## config.mk

```make
export PLATFORM = sky130hd
export DESIGN_NAME = spi_master_param_flat
export DESIGN_NICKNAME = d
export VERILOG_FILES = /design/src/rtl/spi_master_param_if.sv /design/src/rtl/spi_master_param.sv /design/src/flat_wrapper.sv
export SDC_FILE = /design/constraint.sdc
export NUM_CORES = 1
export LEC_CHECK = 0
export ABC_AREA = 1
export CORE_UTILIZATION = 68
export CTS_CLUSTER_DIAMETER = 80
export DETAILED_ROUTE_END_ITERATION = 16
export DONT_BUFFER_PORTS = 1
export GPL_ROUTABILITY_DRIVEN = 0
export GPL_TIMING_DRIVEN = 1
export PLACE_DENSITY_LB_ADDON = 0.25
export SLEW_MARGIN = 5
export SYNTH_ARGS = -nofsm -noshare
export SYNTH_HDL_FRONTEND = slang
export SYNTH_SLANG_ARGS = --single-unit
```

## constraint.sdc

```tcl
create_clock -name clk -period 4.46 [get_ports clk]
set_input_delay 0.892 -clock clk [delete_from_list [all_inputs] [get_ports clk]]
set_output_delay 0.892 -clock clk [all_outputs]
set_load 0.005 [all_outputs]
```

## src/rtl/spi_master_param_if.sv

```systemverilog
// rtl/spi_master_param_if.sv - TX word stream in and RX word return out of the SPI master
interface spi_master_param_if #(
    parameter int DATA_W = 8
);
    logic              i_valid;
    logic [DATA_W-1:0] i_data;
    logic              i_dc;
    logic              i_last;
    logic              o_ready;
    logic [DATA_W-1:0] o_rx_data;
    logic              o_rx_valid;

    modport master (
        output i_valid, i_data, i_dc, i_last,
        input  o_ready, o_rx_data, o_rx_valid
    );

    modport slave (
        input  i_valid, i_data, i_dc, i_last,
        output o_ready, o_rx_data, o_rx_valid
    );
endinterface

```

## src/rtl/spi_master_param.sv

```systemverilog
// rtl/spi_master_param.sv - parametrised SPI master with tagged TX FIFO, all CPOL/CPHA modes, multi-CS
module spi_master_param #(
    parameter  int DATA_W     = 8,
    parameter  int DIV_W      = 8,
    parameter  int NUM_CS     = 1,
    parameter  int FIFO_DEPTH = 4,
    localparam int CS_W       = (NUM_CS > 1) ? $clog2(NUM_CS) : 1
) (
    input  logic                clk,
    input  logic                rst,
    input  logic [DIV_W-1:0]    i_div,
    input  logic                i_cpol,
    input  logic                i_cpha,
    input  logic [CS_W-1:0]     i_cs_sel,
    spi_master_param_if.slave   bus,
    output logic                o_busy,
    input  logic                miso,
    output logic                mosi,
    output logic                sclk,
    output logic                dc,
    output logic [NUM_CS-1:0]   cs
);

    localparam int AW    = $clog2(FIFO_DEPTH);
    localparam int EW    = DATA_W + 2;
    localparam int EDGES = 2 * DATA_W;
    localparam int EGW   = $clog2(EDGES + 1);

    typedef enum logic [2:0] {
        S_IDLE, S_SETUP, S_XFER, S_NEXT, S_WAIT, S_CS_HOLD
    } state_t;

    state_t r_state, w_state_nxt;

    // FIFO storage and pointers; each entry is {last, dc, data}
    logic [EW-1:0]     r_mem [FIFO_DEPTH];
    logic [AW-1:0]     r_wr_ptr, r_rd_ptr;
    logic [AW:0]       r_count;
    logic              w_push, w_load, w_latch, w_empty, w_full;
    logic [EW-1:0]     w_head;

    // Frame configuration captured when a frame starts
    logic [DIV_W-1:0]  r_div;
    logic              r_cpol, r_cpha;

    // Timing and shift datapath
    logic [DIV_W-1:0]  r_cnt;
    logic [EGW-1:0]    r_edge;
    logic [DATA_W-1:0] r_tx, r_rx, r_rx_data;
    logic              r_mosi, r_sclk, r_dc, r_last, r_rx_valid;
    logic [NUM_CS-1:0] r_cs;

    logic              w_tick, w_final, w_edge_odd, w_xfer_tick;
    logic              w_sample, w_shift, w_cpha;
    logic [DATA_W-1:0] w_rx_nxt;

    assign w_full    = (r_count == (AW+1)'(FIFO_DEPTH));
    assign w_empty   = (r_count == '0);
    assign w_push    = bus.i_valid && !w_full;
    assign w_head    = r_mem[r_rd_ptr];

    // One half-period has elapsed when the counter reaches div-1 (div already clamped to >=1)
    assign w_tick      = (r_cnt == r_div - DIV_W'(1));
    assign w_final     = (r_edge == EGW'(EDGES - 1));
    assign w_edge_odd  = ~r_edge[0];
    assign w_xfer_tick = (r_state == S_XFER) && w_tick;

    // Leading (odd) edges sample in CPHA=0 and drive in CPHA=1; the final edge never shifts
    assign w_cpha   = w_latch ? i_cpha : r_cpha;
    assign w_sample = w_xfer_tick && (r_cpha ? !w_edge_odd : w_edge_odd);
    assign w_shift  = w_xfer_tick && !w_final && (r_cpha ? w_edge_odd : !w_edge_odd);
    assign w_rx_nxt = w_sample ? ((r_rx << 1) | DATA_W'(miso)) : r_rx;

    assign bus.o_ready    = !w_full;
    assign bus.o_rx_data  = r_rx_data;
    assign bus.o_rx_valid = r_rx_valid;
    assign o_busy         = (r_state != S_IDLE) || !w_empty;
    assign mosi           = r_mosi;
    assign sclk           = r_sclk;
    assign dc             = r_dc;
    assign cs             = r_cs;

    // FIFO entry write; contents need no reset because the count gates every read
    always_ff @(posedge clk) begin
        if (w_push) begin
            r_mem[r_wr_ptr] <= {bus.i_last, bus.i_dc, bus.i_data};
        end
    end

    // FIFO pointers and occupancy; a pop is any word load by the FSM
    always_ff @(posedge clk or negedge rst) begin
        if (!rst) begin
            r_wr_ptr <= '0;
            r_rd_ptr <= '0;
            r_count  <= '0;
        end else begin
            if (w_push) r_wr_ptr <= r_wr_ptr + AW'(1);
            if (w_load) r_rd_ptr <= r_rd_ptr + AW'(1);
            case ({w_push, w_load})
                2'b10:   r_count <= r_count + (AW+1)'(1);
                2'b01:   r_count <= r_count - (AW+1)'(1);
                default: r_count <= r_count;
            endcase
        end
    end

    // FSM state register
    always_ff @(posedge clk or negedge rst) begin
        if (!rst) r_state <= S_IDLE;
        else      r_state <= w_state_nxt;
    end

    // FSM next state plus load/latch strobes
    always_comb begin
        w_state_nxt = r_state;
        w_load      = 1'b0;
        w_latch     = 1'b0;
        case (r_state)
            S_IDLE: begin
                if (!w_empty) begin
                    w_state_nxt = S_SETUP;
                    w_load      = 1'b1;
                    w_latch     = 1'b1;
                end
            end
            S_SETUP: begin
                if (w_tick) w_state_nxt = S_XFER;
            end
            S_XFER: begin
                if (w_tick && w_final) w_state_nxt = S_NEXT;
            end
            S_NEXT, S_WAIT: begin
                if (r_last) begin
                    w_state_nxt = S_CS_HOLD;
                end else if (!w_empty) begin
                    w_state_nxt = S_XFER;
                    w_load      = 1'b1;
                end else begin
                    w_state_nxt = S_WAIT;
                end
            end
            S_CS_HOLD: begin
                if (w_tick) w_state_nxt = S_IDLE;
            end
            default: w_state_nxt = S_IDLE;
        endcase
    end

    // Half-period counter restarts on every state change and at every half-period boundary
    always_ff @(posedge clk or negedge rst) begin
        if (!rst) begin
            r_cnt <= '0;
        end else if (w_state_nxt != r_state || w_tick ||
                     r_state inside {S_IDLE, S_NEXT, S_WAIT}) begin
            r_cnt <= '0;
        end else begin
            r_cnt <= r_cnt + DIV_W'(1);
        end
    end

    // SCLK edge counter within the current word
    always_ff @(posedge clk or negedge rst) begin
        if (!rst)             r_edge <= '0;
        else if (w_load)      r_edge <= '0;
        else if (w_xfer_tick) r_edge <= r_edge + EGW'(1);
    end

    // Config latch, chip selects, shift registers and serial outputs
    always_ff @(posedge clk or negedge rst) begin
        if (!rst) begin
            r_div      <= DIV_W'(1);
            r_cpol     <= 1'b0;
            r_cpha     <= 1'b0;
            r_sclk     <= 1'b0;
            r_mosi     <= 1'b0;
            r_dc       <= 1'b0;
            r_last     <= 1'b0;
            r_tx       <= '0;
            r_rx       <= '0;
            r_rx_data  <= '0;
            r_rx_valid <= 1'b0;
            r_cs       <= '1;
        end else begin
            r_rx_valid <= 1'b0;
            if (w_latch) begin
                r_div  <= (i_div == '0) ? DIV_W'(1) : i_div;
                r_cpol <= i_cpol;
                r_cpha <= i_cpha;
                r_sclk <= i_cpol;
                // An out-of-range select matches no index, so every CS stays high
                for (int i = 0; i < NUM_CS; i++) begin
                    r_cs[i] <= (i_cs_sel != CS_W'(i));
                end
            end
            if (w_load) begin
                r_dc   <= w_head[DATA_W];
                r_last <= w_head[DATA_W+1];
                r_rx   <= '0;
                if (!w_cpha) begin
                    r_mosi <= w_head[DATA_W-1];
                    r_tx   <= w_head[DATA_W-1:0] << 1;
                end else begin
                    r_tx   <= w_head[DATA_W-1:0];
                end
            end else begin
                if (w_xfer_tick) r_sclk <= ~r_sclk;
                if (w_shift) begin
                    r_mosi <= r_tx[DATA_W-1];
                    r_tx   <= r_tx << 1;
                end
                r_rx <= w_rx_nxt;
                if (w_xfer_tick && w_final) begin
                    r_rx_data  <= w_rx_nxt;
                    r_rx_valid <= 1'b1;
                end
            end
            if (r_state == S_CS_HOLD && w_tick) r_cs <= '1;
        end
    end

endmodule

```

## src/flat_wrapper.sv

```systemverilog
// flat-port wrapper written by rule: the top's interface ports become plain ports
module spi_master_param_flat 
#(
    parameter  int DATA_W     = 8,
    parameter  int DIV_W      = 8,
    parameter  int NUM_CS     = 1,
    parameter  int FIFO_DEPTH = 4,
    localparam int CS_W       = (NUM_CS > 1) ? $clog2(NUM_CS) : 1
)
  (clk, rst, i_div, i_cpol, i_cpha, i_cs_sel, o_busy, miso, mosi, sclk, dc, cs, bus_i_valid, bus_i_data, bus_i_dc, bus_i_last, bus_o_ready, bus_o_rx_data, bus_o_rx_valid);
  spi_master_param_if #(.DATA_W(DATA_W)) bus_i ();
  input  logic clk;
  input  logic rst;
  input  logic [DIV_W-1:0] i_div;
  input  logic i_cpol;
  input  logic i_cpha;
  input  logic [CS_W-1:0] i_cs_sel;
  output logic o_busy;
  input  logic miso;
  output logic mosi;
  output logic sclk;
  output logic dc;
  output logic [NUM_CS-1:0] cs;
  input wire logic [$bits(bus_i.i_valid)-1:0] bus_i_valid;
  input wire logic [$bits(bus_i.i_data)-1:0] bus_i_data;
  input wire logic [$bits(bus_i.i_dc)-1:0] bus_i_dc;
  input wire logic [$bits(bus_i.i_last)-1:0] bus_i_last;
  output wire logic [$bits(bus_i.o_ready)-1:0] bus_o_ready;
  output wire logic [$bits(bus_i.o_rx_data)-1:0] bus_o_rx_data;
  output wire logic [$bits(bus_i.o_rx_valid)-1:0] bus_o_rx_valid;
  assign bus_i.i_valid = bus_i_valid;
  assign bus_i.i_data = bus_i_data;
  assign bus_i.i_dc = bus_i_dc;
  assign bus_i.i_last = bus_i_last;
  assign bus_o_ready = bus_i.o_ready;
  assign bus_o_rx_data = bus_i.o_rx_data;
  assign bus_o_rx_valid = bus_i.o_rx_valid;
  spi_master_param #(.DATA_W(DATA_W), .DIV_W(DIV_W), .NUM_CS(NUM_CS), .FIFO_DEPTH(FIFO_DEPTH)) u_core (.clk(clk), .rst(rst), .i_div(i_div), .i_cpol(i_cpol), .i_cpha(i_cpha), .i_cs_sel(i_cs_sel), .bus(bus_i), .o_busy(o_busy), .miso(miso), .mosi(mosi), .sclk(sclk), .dc(dc), .cs(cs));
endmodule
```

; ---- After elaboration in Yosys (flattened, before gate mapping)
; Memory sizes are Yosys's and may differ from the RTL's.
; Index checks and enable logic that the tools add are counted.
[word_totals]
latch_bits = 0
mem_bits_rw = 40
mem_count = 1
word_cells = 103
ff_bits = 62
out_inout_bits = 15
rom_bits = 0
input_bits = 25
[mem_list]
columns = memory, depth, word_bits, rd, rd_clocked_by_memory_dff, wr, line_no
row1 = u_core.r_mem, 4, 10, 1, 0, 1, spi_master_param.sv:36  ; logic [EW-1:0] r_mem [FIFO_DEPTH];
[classes]
n_lt_le_gt_ge = 0
n_mul = 0
reduce_logical = 26
n_div = 0
n_mux = 36
bitwise_logic = 4
eq_ne = 12
shift = 0
add_sub_neg = 7
[ops]
columns = cell, count
row1 = 8-bit 2-to-1 mux, 7
row2 = 1-bit 2-to-1 mux, 18
row3 = 3-bit 2-to-1 mux, 6
row4 = 3-bit one-hot mux with 5 select lines, 1
row5 = 5-bit 2-to-1 mux, 2
row6 = "3-bit equality test, second input constant", 3
row7 = "8-bit by 1-bit adder with 8-bit output, second input constant", 1
row8 = 8-bit equality test, 1
row9 = 1-bit logical AND, 8
row10 = 8-bit logical NOT, 1
row11 = 8-bit by 1-bit OR with 8-bit output, 1
row12 = 2-bit nonzero test, 4
row13 = "8-bit by 1-bit subtractor with 8-bit output, second input constant", 1
row14 = "3-bit by 2-bit equality test with 1-bit output, second input constant", 2
row15 = 3-bit logical NOT, 2
row16 = 3-bit one-hot mux with 2 select lines, 1
row17 = 3-bit nonzero test, 2
row18 = "5-bit by 1-bit adder with 5-bit output, second input constant", 1
row19 = "5-bit by 4-bit equality test with 1-bit output, second input constant", 1
row20 = "2-bit by 1-bit adder with 2-bit output, second input constant", 2
row21 = 2-bit AND reduction, 2
row22 = "3-bit by 1-bit adder with 3-bit output, second input constant", 1
row23 = "3-bit by 1-bit equality test with 1-bit output, second input constant", 1
row24 = 1-bit logical NOT, 3
row25 = 9 further kinds, 13

; ---- Longest topological paths before layout
; Gate-level depths: netlist of the first run.
[logic_depth]
depth_word = 9
mapped_depth = 15
ltp_nobuf = 15

; ---- Worst setup path before layout of the first run
; OpenSTA, ideal clock, no wires.
[synth_timing]
kind = reg2reg
from = register u_core.r_state[0]
to = register u_core.r_count[2]
setup_slack_ns = 1.969
arrival_time_ns = 2.361
synth_period_minus_slack_ns = 2.491
path_stages_with_launch = 13
t_required_ns = 4.329
setup_time_ns = 0.131
n_path_buf = 2
path_cell_list = dfrtp_1 > or2_1 > o21ai_2 > nand2_1 > nand2_2 > buf_4 > buf_2 > ha_1 > inv_1 > fa_1 > a21oi_1 > o21ai_0 > xor2_1
[synth_between]
elab_chain_len = 5
elab_cells_between_ends = 9
cone_classes = eq/ne: 4 / mux: 2 / reduce/logical: 3
[synth_lines]
columns = element, line_no
row1 = from (decl), spi_master_param.sv:33  ; state_t r_state, w_state_nxt;
row2 = from (signal assigned), spi_master_param.sv:110  ; else r_state <= w_state_nxt;
row3 = 3-bit equality test / 3-bit by 2-bit equality test with 1-bit output (equally long branches), spi_master_param.sv:118  ; case (r_state)
row4 = 2-bit OR reduction, spi_master_param.sv:118
row5 = 1-bit one-hot mux with 2 select lines (*), spi_master_param.sv:118
row6 = net u_core.w_load, spi_master_param.sv:39  ; logic w_push, w_load, w_latch, w_empty, w_full;
row7 = 2-bit by 1-bit equality test with 1-bit output / 2-bit equality test (equally long branches), spi_master_param.sv:99  ; case ({w_push, w_load})
row8 = 3-bit one-hot mux with 2 select lines / 2-bit nonzero test (equally long branches), n/a
row9 = to (signal assigned), spi_master_param.sv:100  ; 2'b10: r_count <= r_count + (AW+1)'(1);
row10 = to (signal assigned), spi_master_param.sv:101  ; 2'b01: r_count <= r_count - (AW+1)'(1);
row11 = to (signal assigned), spi_master_param.sv:102  ; default: r_count <= r_count;
row12 = to (decl), spi_master_param.sv:38  ; logic [AW:0] r_count;
; The timed path passes the listed nets; every way through them passes the cells marked *.
; A chain may end at the register's enable or synchronous reset.

; ---- Worst setup path in the final report of the first run
[layout_timing]
from = register u_core.r_state[0]
to = register u_core.r_count[2]
[layout_between]
elab_chain_len = 5
elab_cells_between_ends = 9
cone_classes = eq/ne: 4 / mux: 2 / reduce/logical: 3
[layout_lines]
columns = element, line_no
row1 = 3-bit equality test / 3-bit by 2-bit equality test with 1-bit output (equally long branches), spi_master_param.sv:118
row2 = 2-bit OR reduction, spi_master_param.sv:118
row3 = 1-bit one-hot mux with 2 select lines (*), spi_master_param.sv:118
row4 = 2-bit by 1-bit equality test with 1-bit output / 2-bit equality test (equally long branches), spi_master_param.sv:99
row5 = 3-bit one-hot mux with 2 select lines / 2-bit nonzero test (equally long branches), n/a
; Mark *: on every way between the ends. The rest lies on a longest branch, timed or not.

==> reports/qor.yml, run 1 <==
grt:
  groute.usage.overall_pct: 27.5
  overflow: 0
  grt_pass1_wl_mm: 15.9
  grt_pass1_vias: 3668
  grt_max_degree: 63
  antenna_found_initial: 0
sta:
  fin_crit_sh_pct: 67.3
  slew_viol_final: 0
  setup_ws_ps: 1460
  relSlewSlack_pct: 33.6
  worst_pin_slew_ps: 989
  setup_viol: 0
  skew_ps: 9.27
  period_needed_ps: 3000
  rsz0062_at_grt: "false"
  fmax_mhz: 333
  tns_ps: 0
  hold_violations: 0
finish:
  layout.nets: 566
  area.growth.synth_to_final_pct: 4.85
  final_common_cell: "nand2_1"
  fin_area_sq_um: 5190
  drive_gt1_share_pct: 8.58
  final_cell_mix: "nand2_1, dfrtp_1, inv_1"
  antennaDiodeCount: 0
logic_synthesis:
  syn_avg_cell_area_sq_um: 9.29
  ys.flop_type: "dfrtp_1"
  synth_fp_nets: 568
  syn_inst: 533
  ys_seq_elements: 102
  seq_area_frac_synth_pct: 55.7
  synth-async-reset-ratio_pct: 60.8
  synth_edf_count: 40
  ys_warn_count: 0
  netlist_area_sq_um: 4950
  synth_cell_types: 44
drt:
  drtPass1Iterations: 4
  wire_per_inst_um: 14.7
  drc: 0
  vias_per_cell: 5.69
  vias: 3596
  ant_nets: 0
  drt_iter0_drc: 245
  drt-total-wl_mm: 9.26
cts:
  cts_buffers: 9
  cts-root-buf: "clkbuf_8"
  clkSlewWorstSetupHoldPaths_ps: 110
  postCtsSetupBuffers: 0
  cts_tree: "done"
  post_cts_resize_count: 0
  cts_hold_buf: 0
  htreeDepth: 3
  cts_sinks: 102
  cts_buffer_depth: 2
  clock_latency_ps: 380
critical_path:
  cp-end-kind: "register"
  crit_type: "register to register"
  cp.arrival_ps: 3260
  required_ps: 4720
  critPathLaunchType: "register"
  cp_max_fo: 33
placement:
  dp_slack_ps: 1510
  io_buffer_count: 0
  hpwlAfterDp_mm: 6.31
  placement.cell_area_sq_um: 5000
outcome:
  status: "complete, no violations"
die:
  die_w_um: 87.3
  io_pins: 40
  coreArea_sq_um: 6910
  start_util_pct: 71.7
  rows: 30
  chipHeight_um: 87.3
  die_area_sq_um: 7620
pwr:
  cellPowerDensity_nw_per_um2: 627
  irDropWorstVdd_v: 0.000390
  p_leak_nw: 2.32
min_path:
  hp-class: "input port to async pin"
flow_run:
  max-cap-violations: 0
## cells in the mapped netlist, types with 2 or more instances
library cell,number,share of area (%)
o211ai_1,2,0.30
nand4_1,13,1.6
inv_2,4,0.30
inv_1,59,4.5
xnor2_1,4,0.71
clkinv_1,3,0.23
nor3b_1,3,0.45
clkbuf_1,8,0.61
nand4_2,2,0.51
o21ai_2,3,0.53
a32o_1,7,1.4
nand3_2,2,0.40
edfxtp_1,40,24
nor2_8,2,0.81
dfstp_2,2,1.1
a21oi_1,15,1.5
dfrtp_1,60,30
o21ai_0,23,2.3
o21ai_1,11,1.1
o22ai_1,2,0.25
buf_2,3,0.30
nor3_1,4,0.40
nor2_4,3,0.68
nor2_1,50,3.8
nand3_1,32,3.2
xor2_1,9,1.6
nand2_2,4,0.51
nand2_1,134,10
a31oi_1,3,0.38
ha_1,9,2.3
nor2_2,4,0.51
## area by class of cell
type,instances,area [sq um]
Sequential cell,102,2760
Fill cell,529,1720
Clock inverter,6,60.1
Inverter,67,254
Tap cell,96,120
Multi-Input combinational cell,351,1870
Clock buffer,10,128
## stage by stage
stage	hold slack, ps	instances	total power, mW	util, %
floorplan	446	533	2.44	-
global placement	462	616	2.62	72.4
detailed placement	468	616	2.69	72.4
CTS	189	632	3.25	75.1
global route	183	632	3.50	75.1
finish	192	632	3.25	75.1
## registers in the layout (all words and copies together) (netlist names)
signal and count:
u_core.r_edge 5, u_core.r_tx 8, u_core.r_cnt 8, u_core.r_rd_ptr 2, u_core.r_rx 8, u_core.r_count 3
u_core.mosi 1, u_core.r_state 3, u_core.r_wr_ptr 2, u_core.bus.o_rx_valid 1, u_core.dc 1, u_core.r_cpha 1
u_core.sclk 1, u_core.r_mem 40, u_core.bus.o_rx_data 8, u_core.r_last 1, u_core.r_div 8, u_core.cs 1
## worst max-delay path, stage by stage, from the launching register on
cell and delay (ps):
dfrtp_1 460, or2_1 310, nor2_4 130, nand2_2 260
nand2_2 590, ha_1 250, inv_1 70, fa_1 380
a21oi_1 160, o21ai_0 110, xor2_1 150
## cell families (layout without fill, tap and decap cells)
| logic type | count (synthesis) | in the layout | synth area share, % |
|---|---|---|---|
| multiplexers | 2 | 2 | 0.430 |
| buffers and inverters | 80 | 83 | 6.50 |
| adder cells (fa/ha/maj) | 10 | 10 | 2.68 |
| XOR/XNOR | 13 | 13 | 2.30 |
| AND/OR/NAND/NOR | 259 | 259 | 24.3 |
| AO/OA/AOI/OAI | 67 | 67 | 8.16 |
| flip-flops | 102 | 102 | 55.7 |
## path summary, 6_finish.rpt
path / cells past startpoint / startpoint / slack (ps) / end
hold / removal: 0 / rst / 190 / u_core.r_wr_ptr[1]
max in group asynchronous: 0 / rst / 4080 / u_core.cs
setup reg to reg: 10 / u_core.r_state[0] / 1460 / u_core.r_count[2]
min in group clk: 1 / u_core.r_count[0] / 480 / u_core.r_count[0]
hold reg to reg: 1 / u_core.r_count[0] / 480 / u_core.r_count[0]
setup / recovery: 10 / u_core.r_state[0] / 1460 / u_core.r_count[2]
## report_power, final
| part | internal (mW) | total, mW | switching (mW) |
|---|---|---|---|
| logic | 0.431 | 1.28 | 0.852 |
| clock network | 0.218 | 0.559 | 0.341 |
| registers | 1.23 | 1.41 | 0.184 |
## metal layers
layer	global-route usage, %	part of all wire, %	up-vias	wire length, um
met1	32.0	42	1738	3900
met2	48.1	51	97	4720
met5	0	0	-	0
met3	6.64	5.2	20	482
met4	12.2	1.7	0	161
li1	-	-	1741	-
Note: power is estimated with default switching activity, not from simulation.
==> run 2, diff against run 1 <==
CORE_UTILIZATION = 63   (was 68)
clock period = 3.05 ns   (was 4.46 ns; I/O delays follow)
==> reports/qor.yml, run 2 (synthesis results as in run 1) <==
grt:
  groute.usage.overall_pct: 24.6  # -2.8 points
  grt_pass1_wl_mm: 15.7  # -1.2%
  grt_max_degree: 61  # -3.2%
  antenna_found_initial: 0  # unchanged
  grt_pass1_vias: 3456  # -5.8%
  overflow: 0  # unchanged
pwr:
  p_leak_nw: 2.38  # +2.6%
  cellPowerDensity_nw_per_um2: 909  # +45%
  irDropWorstVdd_v: 0.000510  # +31%
sta:
  fin_crit_sh_pct: 75.7  # +8.4 points
  worst_pin_slew_ps: 553  # -436 ps
  fmax_mhz: 433  # +30%
  tns_ps: 0  # unchanged
  slew_viol_final: 0  # unchanged
  setup_viol: 0  # unchanged
  hold_violations: 0  # unchanged
  setup_ws_ps: 741  # -718 ps
  relSlewSlack_pct: 63.1  # +30 points
  fin_hold_ws_ps: 66.8  # -125 ps
  period_needed_ps: 2310  # -692 ps
  rsz0062_at_grt: "false"
  skew_ps: 9.61  # +0.332 ps
cts:
  clkSlewWorstSetupHoldPaths_ps: 100  # about the same
  cts_hold_buf: 1  # +1
  cts_buffers: 9  # unchanged
  clock_latency_ps: 370  # about the same
  cts_sinks: 102  # unchanged
  cts_buffer_depth: 2  # unchanged
  htreeDepth: 3  # unchanged
  post_cts_resize_count: 0  # unchanged
  postCtsSetupBuffers: 0  # unchanged
  cts-root-buf: "clkbuf_8"
  cts_tree: "done"
die:
  die_area_sq_um: 8220  # +7.8%
  start_util_pct: 66.8  # -4.9 points
  die_w_um: 90.6  # +3.8%
  chipHeight_um: 90.6  # +3.8%
  coreArea_sq_um: 7410  # +7.3%
  rows: 31  # +3.3%
  io_pins: 40  # unchanged
finish:
  layout.nets: 576  # +1.8%
  antennaDiodeCount: 0  # unchanged
  area.growth.synth_to_final_pct: 6.85
  regArea_sq_um: 2760  # unchanged
  final_util_pct: 71.4  # -3.8 points
  final_common_cell: "nand2_1"
  drive_gt1_share_pct: 10.3  # +1.7 points
  fin_area_sq_um: 5290  # +1.9%
  largest_register_ffs: 40  # unchanged
  final_cell_mix: "nand2_1, dfrtp_1, inv_1"
  multiInputGateArea_sq_um: 1870  # unchanged
  top_register: "u_core.r_mem"
  fillerInstances: 565  # +6.8%
critical_path:
  crit_type: "register to register"
  critPathLaunchType: "register"
  cp.arrival_ps: 2570  # -690 ps
  cp-end-kind: "register"
  required_ps: 3310  # -1410 ps
  cp_max_fo: 10  # -70%
drt:
  ant_nets: 0  # unchanged
  vias_per_cell: 5.48  # -3.7%
  vias: 3536  # -1.7%
  drt-total-wl_mm: 9.12  # -1.5%
  wire_per_inst_um: 14.1  # -3.5%
  drc: 0  # unchanged
  drt_iter0_drc: 214  # -13%
  drtPass1Iterations: 4  # unchanged
placement:
  io_buffer_count: 0  # unchanged
  dp_slack_ps: 745  # -765 ps
  hpwlAfterDp_mm: 6.29  # -0.33%
  placement.cell_area_sq_um: 5070  # +1.4%
flow_run:
  max-cap-violations: 0  # unchanged
outcome:
  status: "complete, no violations"
min_path:
  hp-class: "input port to async pin"
[run 2: cell count changes in the layout (fill, tap and decap cells not counted)]
cell / previous run / this run
buf_4: 0 / 9
inv_6: 5 / 1
inv_8: 0 / 3
clkinv_4: 0 / 2
buf_16: 0 / 1
clkinv_8: 1 / 0
[run 2: metrics by stage]
step,std cells,power (mW)
after floorplan,533,3.57
after global placement,628,3.89
after detailed placement,628,3.98
after CTS,645,4.83
after global routing,645,5.20
final,645,4.81
[run 2: critical path, stage by stage, from the launching register on]
cell	delay, ps
dfstp_2	560
inv_2	70
ha_1	300
inv_1	40
nand2_1	50
nand2_1	40
nor2_1	120
nand3_1	110
nor2_2	120
nand2_2	100
nor2_8	130
nand3_4	140
nor2_8	190
inv_4	90
nand2_1	70
nand2_1	60
[run 2: path summary, 6_finish.rpt]
check	start	depth (start not counted)	to	slack [ps]
min in group clk	bus_i_data[4]	0	u_core.r_mem[1][4]	320
max in group asynchronous	rst	1	u_core.r_cnt[6]	2700
min	rst	0	u_core.r_div[0]	70
max reg2reg	u_core.r_div[0]	15	u_core.bus.o_rx_data[2]	740
min reg2reg	u_core.r_count[0]	1	u_core.r_count[0]	470
max	u_core.r_div[0]	15	u_core.bus.o_rx_data[2]	740
[run 2: routing by layer]
| layer | share of wire (%) | up-vias | global-route usage, % | routed length (um) |
|---|---|---|---|---|
| li1 | - | 1765 | - | - |
| met5 | 0 | - | 0 | 0 |
| met3 | 5.4 | 12 | 6.23 | 494 |
| met1 | 42 | 1678 | 31.0 | 3860 |
| met2 | 51 | 81 | 41.8 | 4640 |
| met4 | 1.3 | 0 | 7.66 | 115 |
[run 2: layout make-up]
type | count | share of cell area (%)
clock buffers | 10 | 2.41
clock inverters | 6 | 1.14
inverters | 67 | 4.80
multi-input cells | 351 | 35.4
flip-flops and latches | 102 | 52.1
well taps | 99 | 2.34
repair buffers | 10 | 1.80
[run 2: power breakdown]
group	total [mW]	leakage [nW]	internal, mW	switching, mW
Sequential	2.01	1.16	1.79	0.217
Clock	0.821	0.0968	0.320	0.501
Combinational	1.98	1.13	0.683	1.29
